--- config.mk ---
export PLATFORM = sky130hd
export DESIGN_NAME = vga_line_fetch_flat
export DESIGN_NICKNAME = d
export VERILOG_FILES = /design/src/rtl/vga_pkg.sv /design/src/rtl/vga_line_fetch_if.sv /design/src/rtl/vga_pixel_fifo.sv /design/src/rtl/vga_line_fetch.sv /design/src/flat_wrapper.sv
export SDC_FILE = /design/constraint.sdc
export NUM_CORES = 1
export LEC_CHECK = 0
export ABC_AREA = 1
export BUFFER_PORTS_ARGS = -buffer_cell sky130_fd_sc_hd__buf_2
export CAP_MARGIN = 20
export CORE_UTILIZATION = 60
export CTS_BUF_LIST = sky130_fd_sc_hd__clkbuf_4 sky130_fd_sc_hd__clkbuf_8
export CTS_CLUSTER_SIZE = 24
export DETAILED_ROUTE_END_ITERATION = 8
export PLACE_DENSITY = 0.9
export SYNTH_ARGS = -nofsm -noshare
export SYNTH_HDL_FRONTEND = slang
export SYNTH_SLANG_ARGS = --single-unit
export TNS_END_PERCENT = 20
--- constraint.sdc ---
create_clock -name clock -period 2.6 [get_ports clock]
set_input_delay 0.52 -clock clock [delete_from_list [all_inputs] [get_ports clock]]
set_output_delay 0.52 -clock clock [all_outputs]
set_load 0.02 [all_outputs]
--- src/rtl/vga_pkg.sv ---
// Shared constants, RGB332 field slices and FSM states for the VGA line fetcher.
// Used by vga_line_fetch (optional VGA_LINE_FETCH_DOUBLE_SCAN_EN) and its FIFO.
package vga_pkg;

  localparam int H_VISIBLE = 640;
  localparam int V_VISIBLE = 480;
  localparam int LINE_W    = $clog2(V_VISIBLE);

  localparam int R_HI = 7;
  localparam int R_LO = 5;
  localparam int G_HI = 4;
  localparam int G_LO = 2;
  localparam int B_HI = 1;
  localparam int B_LO = 0;

  typedef enum logic [1:0] {
    IDLE  = 2'd0,
    FETCH = 2'd1,
    DRAIN = 2'd2
  } state_t;

endpackage

--- src/rtl/vga_line_fetch_if.sv ---
// Framebuffer read bus: in-order request/return with a ready stall.
// master = line fetcher, slave = memory.
interface vga_line_fetch_if #(
  parameter int ADDR_W = 19
) ();

  logic              mem_rd;
  logic [ADDR_W-1:0] mem_addr;
  logic              mem_ready;
  logic              mem_rvalid;
  logic [7:0]        mem_rdata;

  modport master (
    output mem_rd,
    output mem_addr,
    input  mem_ready,
    input  mem_rvalid,
    input  mem_rdata
  );

  modport slave (
    input  mem_rd,
    input  mem_addr,
    output mem_ready,
    output mem_rvalid,
    output mem_rdata
  );

endinterface

--- src/rtl/vga_pixel_fifo.sv ---
// Synchronous pixel FIFO with flush; head word visible on dout.
// Caller guarantees no push when full and no pop when empty.
module vga_pixel_fifo #(
  parameter int WIDTH = 8,
  parameter int DEPTH = 16
) (
  input  logic                     clock,
  input  logic                     reset_n,
  input  logic                     flush,
  input  logic                     push,
  input  logic [WIDTH-1:0]         din,
  input  logic                     pop,
  output logic [WIDTH-1:0]         dout,
  output logic [$clog2(DEPTH):0]   count,
  output logic                     empty
);

  localparam int PW = $clog2(DEPTH);

  logic [WIDTH-1:0] mem [DEPTH];
  logic [PW-1:0]    wr_ptr;
  logic [PW-1:0]    rd_ptr;

  assign dout  = mem[rd_ptr];
  assign empty = (count == '0);

  always_ff @(posedge clock) begin
    if (push) begin
      mem[wr_ptr] <= din;
    end
  end

  always_ff @(posedge clock) begin
    if (!reset_n || flush) begin
      wr_ptr <= '0;
      rd_ptr <= '0;
      count  <= '0;
    end else begin
      if (push) begin
        wr_ptr <= wr_ptr + PW'(1);
      end
      if (pop) begin
        rd_ptr <= rd_ptr + PW'(1);
      end
      case ({push, pop})
        2'b10:   count <= count + 1'b1;
        2'b01:   count <= count - 1'b1;
        default: count <= count;
      endcase
    end
  end

endmodule

--- src/rtl/vga_line_fetch.sv ---
// Streams one scan line of RGB332 pixels into a FIFO and expands to RGB888.
// Option macro VGA_LINE_FETCH_DOUBLE_SCAN_EN: 320x240 source, each pixel shown twice.
module vga_line_fetch
  import vga_pkg::*;
#(
  parameter int H_PIXELS        = H_VISIBLE,
  parameter int ADDR_W          = 19,
  parameter int FIFO_DEPTH      = 16,
  parameter int MAX_OUTSTANDING = 4
) (
  input  logic              clock,
  input  logic              reset_n,
  input  logic              line_start,
  input  logic [LINE_W-1:0] line_y,
  input  logic              pix_req,
  vga_line_fetch_if.master  mem,
  output logic [7:0]        red,
  output logic [7:0]        green,
  output logic [7:0]        blue,
  output logic              underflow,
  input  logic              underflow_clr
);

  localparam int COL_W = $clog2(H_PIXELS + 1);
  localparam int OUT_W = $clog2(MAX_OUTSTANDING + 1);
  localparam int CNT_W = $clog2(FIFO_DEPTH) + 1;

  logic [LINE_W-1:0] src_y;

`ifdef VGA_LINE_FETCH_DOUBLE_SCAN_EN
  localparam int WORDS = H_PIXELS / 2;
  assign src_y = line_y >> 1;
`else
  localparam int WORDS = H_PIXELS;
  assign src_y = line_y;
`endif

  state_t            state;
  logic [COL_W-1:0]  col;
  logic [ADDR_W-1:0] base;
  logic [ADDR_W-1:0] base_nxt;
  logic [OUT_W-1:0]  outst;
  logic [OUT_W-1:0]  outst_nxt;
  logic [OUT_W-1:0]  discard;
  logic [CNT_W-1:0]  fcount;
  logic              fempty;
  logic [7:0]        fdout;
  logic              room;
  logic              rd;
  logic              acc;
  logic              push;
  logic              fpop;
  logic [2:0]        r3;
  logic [2:0]        g3;
  logic [1:0]        b2;

  assign base_nxt = ADDR_W'(src_y) * ADDR_W'(WORDS);

  // Reservation counts in-flight reads so returns always find a free slot.
  assign room = (int'(fcount) + int'(outst) < FIFO_DEPTH)
             && (int'(outst) < MAX_OUTSTANDING);

  assign rd   = (state == FETCH) && (discard == '0)
             && (col != COL_W'(WORDS)) && room;
  assign acc  = rd && mem.mem_ready;
  assign push = mem.mem_rvalid && (discard == '0) && !line_start;

  assign mem.mem_rd   = rd;
  assign mem.mem_addr = base + ADDR_W'(col);

  always_comb begin
    outst_nxt = outst;
    if (acc && !mem.mem_rvalid) begin
      outst_nxt = outst + OUT_W'(1);
    end else if (!acc && mem.mem_rvalid) begin
      outst_nxt = outst - OUT_W'(1);
    end
  end

  always_ff @(posedge clock) begin
    if (!reset_n) begin
      state <= IDLE;
      col   <= '0;
      base  <= '0;
    end else if (line_start) begin
      state <= FETCH;
      col   <= '0;
      base  <= base_nxt;
    end else begin
      if (acc) begin
        col <= col + COL_W'(1);
      end
      unique case (state)
        IDLE:  state <= IDLE;
        FETCH: if (col == COL_W'(WORDS)) state <= DRAIN;
        DRAIN: if (outst == '0) state <= IDLE;
        default: state <= IDLE;
      endcase
    end
  end

  // Returns of the abandoned line are counted off here, never enqueued.
  always_ff @(posedge clock) begin
    if (!reset_n) begin
      outst   <= '0;
      discard <= '0;
    end else begin
      outst <= outst_nxt;
      if (line_start) begin
        discard <= outst_nxt;
      end else if (mem.mem_rvalid && discard != '0) begin
        discard <= discard - OUT_W'(1);
      end
    end
  end

`ifdef VGA_LINE_FETCH_DOUBLE_SCAN_EN
  logic half;

  assign fpop = pix_req && !fempty && half;

  always_ff @(posedge clock) begin
    if (!reset_n || line_start) begin
      half <= 1'b0;
    end else if (pix_req && !fempty) begin
      half <= !half;
    end
  end
`else
  assign fpop = pix_req && !fempty;
`endif

  vga_pixel_fifo #(
    .WIDTH (8),
    .DEPTH (FIFO_DEPTH)
  ) u_fifo (
    .clock   (clock),
    .reset_n (reset_n),
    .flush   (line_start),
    .push    (push),
    .din     (mem.mem_rdata),
    .pop     (fpop),
    .dout    (fdout),
    .count   (fcount),
    .empty   (fempty)
  );

  assign r3 = fdout[R_HI:R_LO];
  assign g3 = fdout[G_HI:G_LO];
  assign b2 = fdout[B_HI:B_LO];

  always_ff @(posedge clock) begin
    if (!reset_n) begin
      red       <= '0;
      green     <= '0;
      blue      <= '0;
      underflow <= 1'b0;
    end else begin
      if (pix_req) begin
        if (!fempty) begin
          red   <= {r3, r3, r3[2:1]};
          green <= {g3, g3, g3[2:1]};
          blue  <= {b2, b2, b2, b2};
        end else begin
          red   <= '0;
          green <= '0;
          blue  <= '0;
        end
      end
      underflow <= (pix_req && fempty) || (underflow && !underflow_clr);
    end
  end

endmodule

--- src/flat_wrapper.sv ---
// flat-port wrapper written by rule: the top's interface ports become plain ports
module vga_line_fetch_flat import vga_pkg::*;
#(
  parameter int H_PIXELS        = H_VISIBLE,
  parameter int ADDR_W          = 19,
  parameter int FIFO_DEPTH      = 16,
  parameter int MAX_OUTSTANDING = 4
)
  (clock, reset_n, line_start, line_y, pix_req, red, green, blue, underflow, underflow_clr, mem_mem_rd, mem_mem_addr, mem_mem_ready, mem_mem_rvalid, mem_mem_rdata);
  vga_line_fetch_if #(.ADDR_W(ADDR_W)) mem_i ();
  input  logic clock;
  input  logic reset_n;
  input  logic line_start;
  input  logic [LINE_W-1:0] line_y;
  input  logic pix_req;
  output logic [7:0] red;
  output logic [7:0] green;
  output logic [7:0] blue;
  output logic underflow;
  input  logic underflow_clr;
  output wire logic [$bits(mem_i.mem_rd)-1:0] mem_mem_rd;
  output wire logic [$bits(mem_i.mem_addr)-1:0] mem_mem_addr;
  input wire logic [$bits(mem_i.mem_ready)-1:0] mem_mem_ready;
  input wire logic [$bits(mem_i.mem_rvalid)-1:0] mem_mem_rvalid;
  input wire logic [$bits(mem_i.mem_rdata)-1:0] mem_mem_rdata;
  assign mem_mem_rd = mem_i.mem_rd;
  assign mem_mem_addr = mem_i.mem_addr;
  assign mem_i.mem_ready = mem_mem_ready;
  assign mem_i.mem_rvalid = mem_mem_rvalid;
  assign mem_i.mem_rdata = mem_mem_rdata;
  vga_line_fetch #(.H_PIXELS(H_PIXELS), .ADDR_W(ADDR_W), .FIFO_DEPTH(FIFO_DEPTH), .MAX_OUTSTANDING(MAX_OUTSTANDING)) u_core (.clock(clock), .reset_n(reset_n), .line_start(line_start), .line_y(line_y), .pix_req(pix_req), .mem(mem_i), .red(red), .green(green), .blue(blue), .underflow(underflow), .underflow_clr(underflow_clr));
endmodule
==> results.md <==
| Item | Value |
| --- | --- |
| H-tree levels | 4 |
| Classification of the worst setup path | flop to output pin |
| Synth Flop Type | edfxtp_1 |
| Placed cell count | 1049 |
| Cell depth of the worst hold path | 3 |
| DRC violations left | 2 |
| Worst Hold Class | input pin to flop |
| Hold path startpoint | line_y[1] |
| Total routing resource utilization after global routing | 0.2652 |
| Fillers | 948 |
| Via density per instance | 5.749 |
| Reg2reg end | u_core.u_fifo.count[4] |
| Worst Clk Skew | 0.01531 ns |
| Routed WL per cell | 17.28 um |
| Critical path data arrival time | 2.21 ns |
| Post-synth EDFFs | 128 |
| Internal power consumption | 4476 uW |
| Count of non-filler cells in the finished layout | 1085 |
| First-pass detailed-route iteration total | 7 |
| Count of endpoints failing setup in the final report | 6 |
| Effective utilization at floorplan | 0.6142 |
| Fraction of the cycle the final worst path needs | 1.049 |
| DP Worst Slack | 0.02163 ns |
| Area enclosed by the die boundary | 14630 um^2 |
| Multiplexer fraction of the synthesized cell area | 0.01532 |
| Unrepaired setup endpoints after global routing | true |
| Share of synthesized flip-flops with an asynchronous set or reset | 0 |
| Clock tree from TritonCTS | yes |
| Worst EP required | 2.08 ns |
| Cell count after synthesis | 829 |
| Sum of negative setup slack | -0.4288 ns |
| Post-Syn Area | 8492 um^2 |
| Most numerous cell in the Yosys netlist | edfxtp_1 |
| Number of cells on the worst reg-to-reg path | 15 |
| Via Count | 6238 |
| Adder-cell share of the synthesized area | 0.05864 |
| Part of the total power dissipated in sequential elements | 0.534 |
| Yosys reg bits | 184 |
| Total count of max-transition violations in the final report | 0 |
| Core Util, Final | 0.6876 |
| Antenna viol nets, final | 0 |
| Worst vdd ir | 0.0002790 V |
| Count of yosys warnings during synthesis | 0 |
| Fraction of the mapped netlist area in compound gates | 0.1145 |
| Register-to-Register Setup Slack | 0.08 ns |
| Antenna violations before repair | 0 |
| Clk pwr share | 0.324 |
| Maximum number of pins on one net before global-route repair | 57 |
| Slew margin rel. | 0.6188 |
| Dpl hpwl | 12170 um |
| Total chip power | 6133 uW |
| Post-CTS clock slew at the launch and capture registers of the worst setup and hold paths | 0.10 ns |
| Sequential area share after synthesis | 0.5846 |
| Mean post-synth cell area | 10.24 um^2 |
| First-pass GRT wire length | 29260 um |
| CP startpoint | u_core.base[7] |
| Fraction of synthesized cell area taken by the top area cell type | 0.4526 |
| Die outline height | 121.0 um |
| Maximum clock frequency | 0.3665 GHz |
| Worst setup EP type | output pin |
| Routed Wire Length | 18750 um |
| Number of buffers created by CTS | 17 |
| Count of input and output buffers | 68 |
| Most area-hungry cell type in the Yosys netlist | edfxtp_1 |
| Failing checks | design-rule violations, negative setup slack |
| Largest buffer count on any clock path | 2 |
| Net Count, Synth | 891 |
| Measured slew at the worst slew-check pin | 0.5712 ns |
| Comb power frac | 0.141 |
| Core outline area | 13830 um^2 |
| Via count of the first global-routing pass | 6207 |
| Hold violation count in the final report | 0 |
| Leak Pwr | 0.003629 uW |
| Fraction of the mapped netlist area in simple logic gates | 0.1360 |
| Final setup margin | -0.1282 ns |
| Combinational family with the most area after synthesis | simple AND/OR/NAND/NOR gates |
| Final nets | 954 |
| Area Growth Syn to Fin | 11.96% |
| Fraction of final layout cells sized beyond drive strength 1 | 0.1834 |
| Outcome | finished with violations |
| Synth cell count leaders | 128 x edfxtp_1, 120 x nor2_1, 96 x nand2_1 |
| Total number of clock tree sinks | 184 |
| Maximum capacitance violations | 0 |
| Reg2reg start | u_core.discard[0] |
| Worst skew pair latency | 0.46 ns |
| Net switching component of the power | 1658 uW |
| Pwr/cell area | 645.1 nW/um^2 |
| I/O Pins | 69 |
| Site row count | 43 |
| Final critical delay including setup and external delays | 2.728 ns |
| Worst Hold Endpoint | u_core.base[8] |
| Switching power as a share of total power | 0.2703 |
| Unique masters post-synth | 43 |
| Critical path fanouts, max | 3 |
| Main area contributors after synthesis | edfxtp_1 45%, dfxtp_1 13%, nor2_1 5.3% |
| Nature of the critical path startpoint | flop |
| Residual overflow from global routing | 0 |
| Ant. Diodes | 0 |
| Starting DRC count in detailed routing | 610 |
| Cell at the root of the clock tree | clkbuf_8 |
| RePlAce Congestion | 0.8620 |
| XOR/XNOR share of the synthesized area | 0.01650 |
| Hold-fix buffer count after cts | 0 |
| Horizontal extent of the die | 121.0 um |
==> routing by layer <==
layer / vias up / global-route usage / share of wire
met1: 2955 / 0.2932 / 0.37
met2: 258 / 0.4693 / 0.52
met4: 0 / 0.1543 / 0.041
met3: 62 / 0.05686 / 0.070
li1: 2963 / - / -
met5: - / 0 / 0
==> cells by family (layout without fill, tap and decap cells) <==
group                    Yosys count  in the layout
adder cells (fa/ha/maj)           38             38
AO/OA/AOI/OAI                    174            174
AND/OR/NAND/NOR                  275            275
XOR/XNOR                          16             16
flip-flops                       184            184
buffers and inverters            129            205
multiplexers                      13             13
==> repair_timing <==
item	in CTS	in global routing
endpoints found under the setup margin	7	9
pin swaps	4	10
resized for setup	17	21
setup buffers	1	3
==> cell type report <==
| class | count | area, um^2 | share of cell area |
|---|---|---|---|
| timing repair buffer | 97 | 601.8 | 0.06330 |
| sequential | 184 | 4979 | 0.5236 |
| tap | 180 | 225.2 | 0.02369 |
| clock inverter | 14 | 172.7 | 0.01816 |
| inverter | 76 | 290.3 | 0.03053 |
| clock buffer | 18 | 241.5 | 0.02540 |
| multi-input combinational | 516 | 2998 | 0.3153 |
==> cells in the final DEF (no fill, tap or decap), types with 3 or more instances in the layout <==
master / netlist / layout
clkinvlp_4: 0 / 3
xor2_1: 13 / 12
ha_4: 0 / 4
nor2_2: 3 / 6
clkinv_1: 2 / 3
nor2_1: 120 / 116
nand4_1: 4 / 4
nand3_1: 38 / 36
o21ai_0: 77 / 74
a21oi_1: 37 / 36
nor3_2: 2 / 3
o21ai_1: 15 / 17
nand2_1: 96 / 96
clkbuf_8: 0 / 17
edfxtp_1: 128 / 128
buf_4: 29 / 32
dfxtp_1: 56 / 47
nand3_2: 1 / 3
o22ai_1: 16 / 16
o211ai_1: 16 / 16
ha_1: 35 / 31
dfxtp_2: 0 / 8
inv_1: 72 / 71
nor3_1: 5 / 4
buf_2: 8 / 62
bufinv_16: 0 / 3
xnor2_1: 3 / 3
mux2i_1: 13 / 13
==> worst max-delay path by stage <==
stage                            end  slack, ns  depth (start not counted)
floorplan           mem_mem_addr[17]       0.17                          8
global placement     u_core.base[16]       0.08                         13
detailed placement   u_core.base[16]       0.02                         13
CTS                 mem_mem_addr[17]      -0.19                          9
global route        mem_mem_addr[17]      -0.27                          9
finish              mem_mem_addr[17]      -0.13                          9
==> state kept, by name, summed over array words and instances, names as in the netlist, 4 cells and up, named ones only <==
signal,count
u_core.u_fifo.mem,128
u_core.col,10
u_core.u_fifo.count,5
u_core.u_fifo.rd_ptr,4
u_core.base,12
u_core.u_fifo.wr_ptr,4
==> stage by stage <==
| step | hold WS, ns | instance area (um^2) |
|---|---|---|
| 6_report | 0.3009 | 9508 |
| 5_1_grt | 0.2872 | 9508 |
| 3_5_place_dp | 0.4707 | 8931 |
| 2_1_floorplan | 0.4460 | 8492 |
| 3_3_place_gp | 0.4659 | 8931 |
| 4_1_cts | 0.2614 | 9409 |
==> worst max-delay path, stage by stage, from the launching register on <==
cell	delay (ns)
dfxtp_2	0.37
ha_4	0.14
inv_1	0.05
fa_2	0.35
nor2_2	0.12
o21ai_2	0.09
nor3_2	0.19
nand3_1	0.12
xor2_1	0.15
buf_4	0.15
==> power groups by stage <==
| stage | clock (uW) | sequential (uW) | combinational, uW |
|---|---|---|---|
| final | 1990 | 3280 | 865 |
| after global routing | 2120 | 3290 | 960 |
| after CTS | 2000 | 3270 | 837 |
| after detailed placement | 0 | 3340 | 817 |
| after global placement | 0 | 3330 | 781 |
| after floorplan | 0 | 3330 | 598 |
Power figures use the tool's default switching activity.
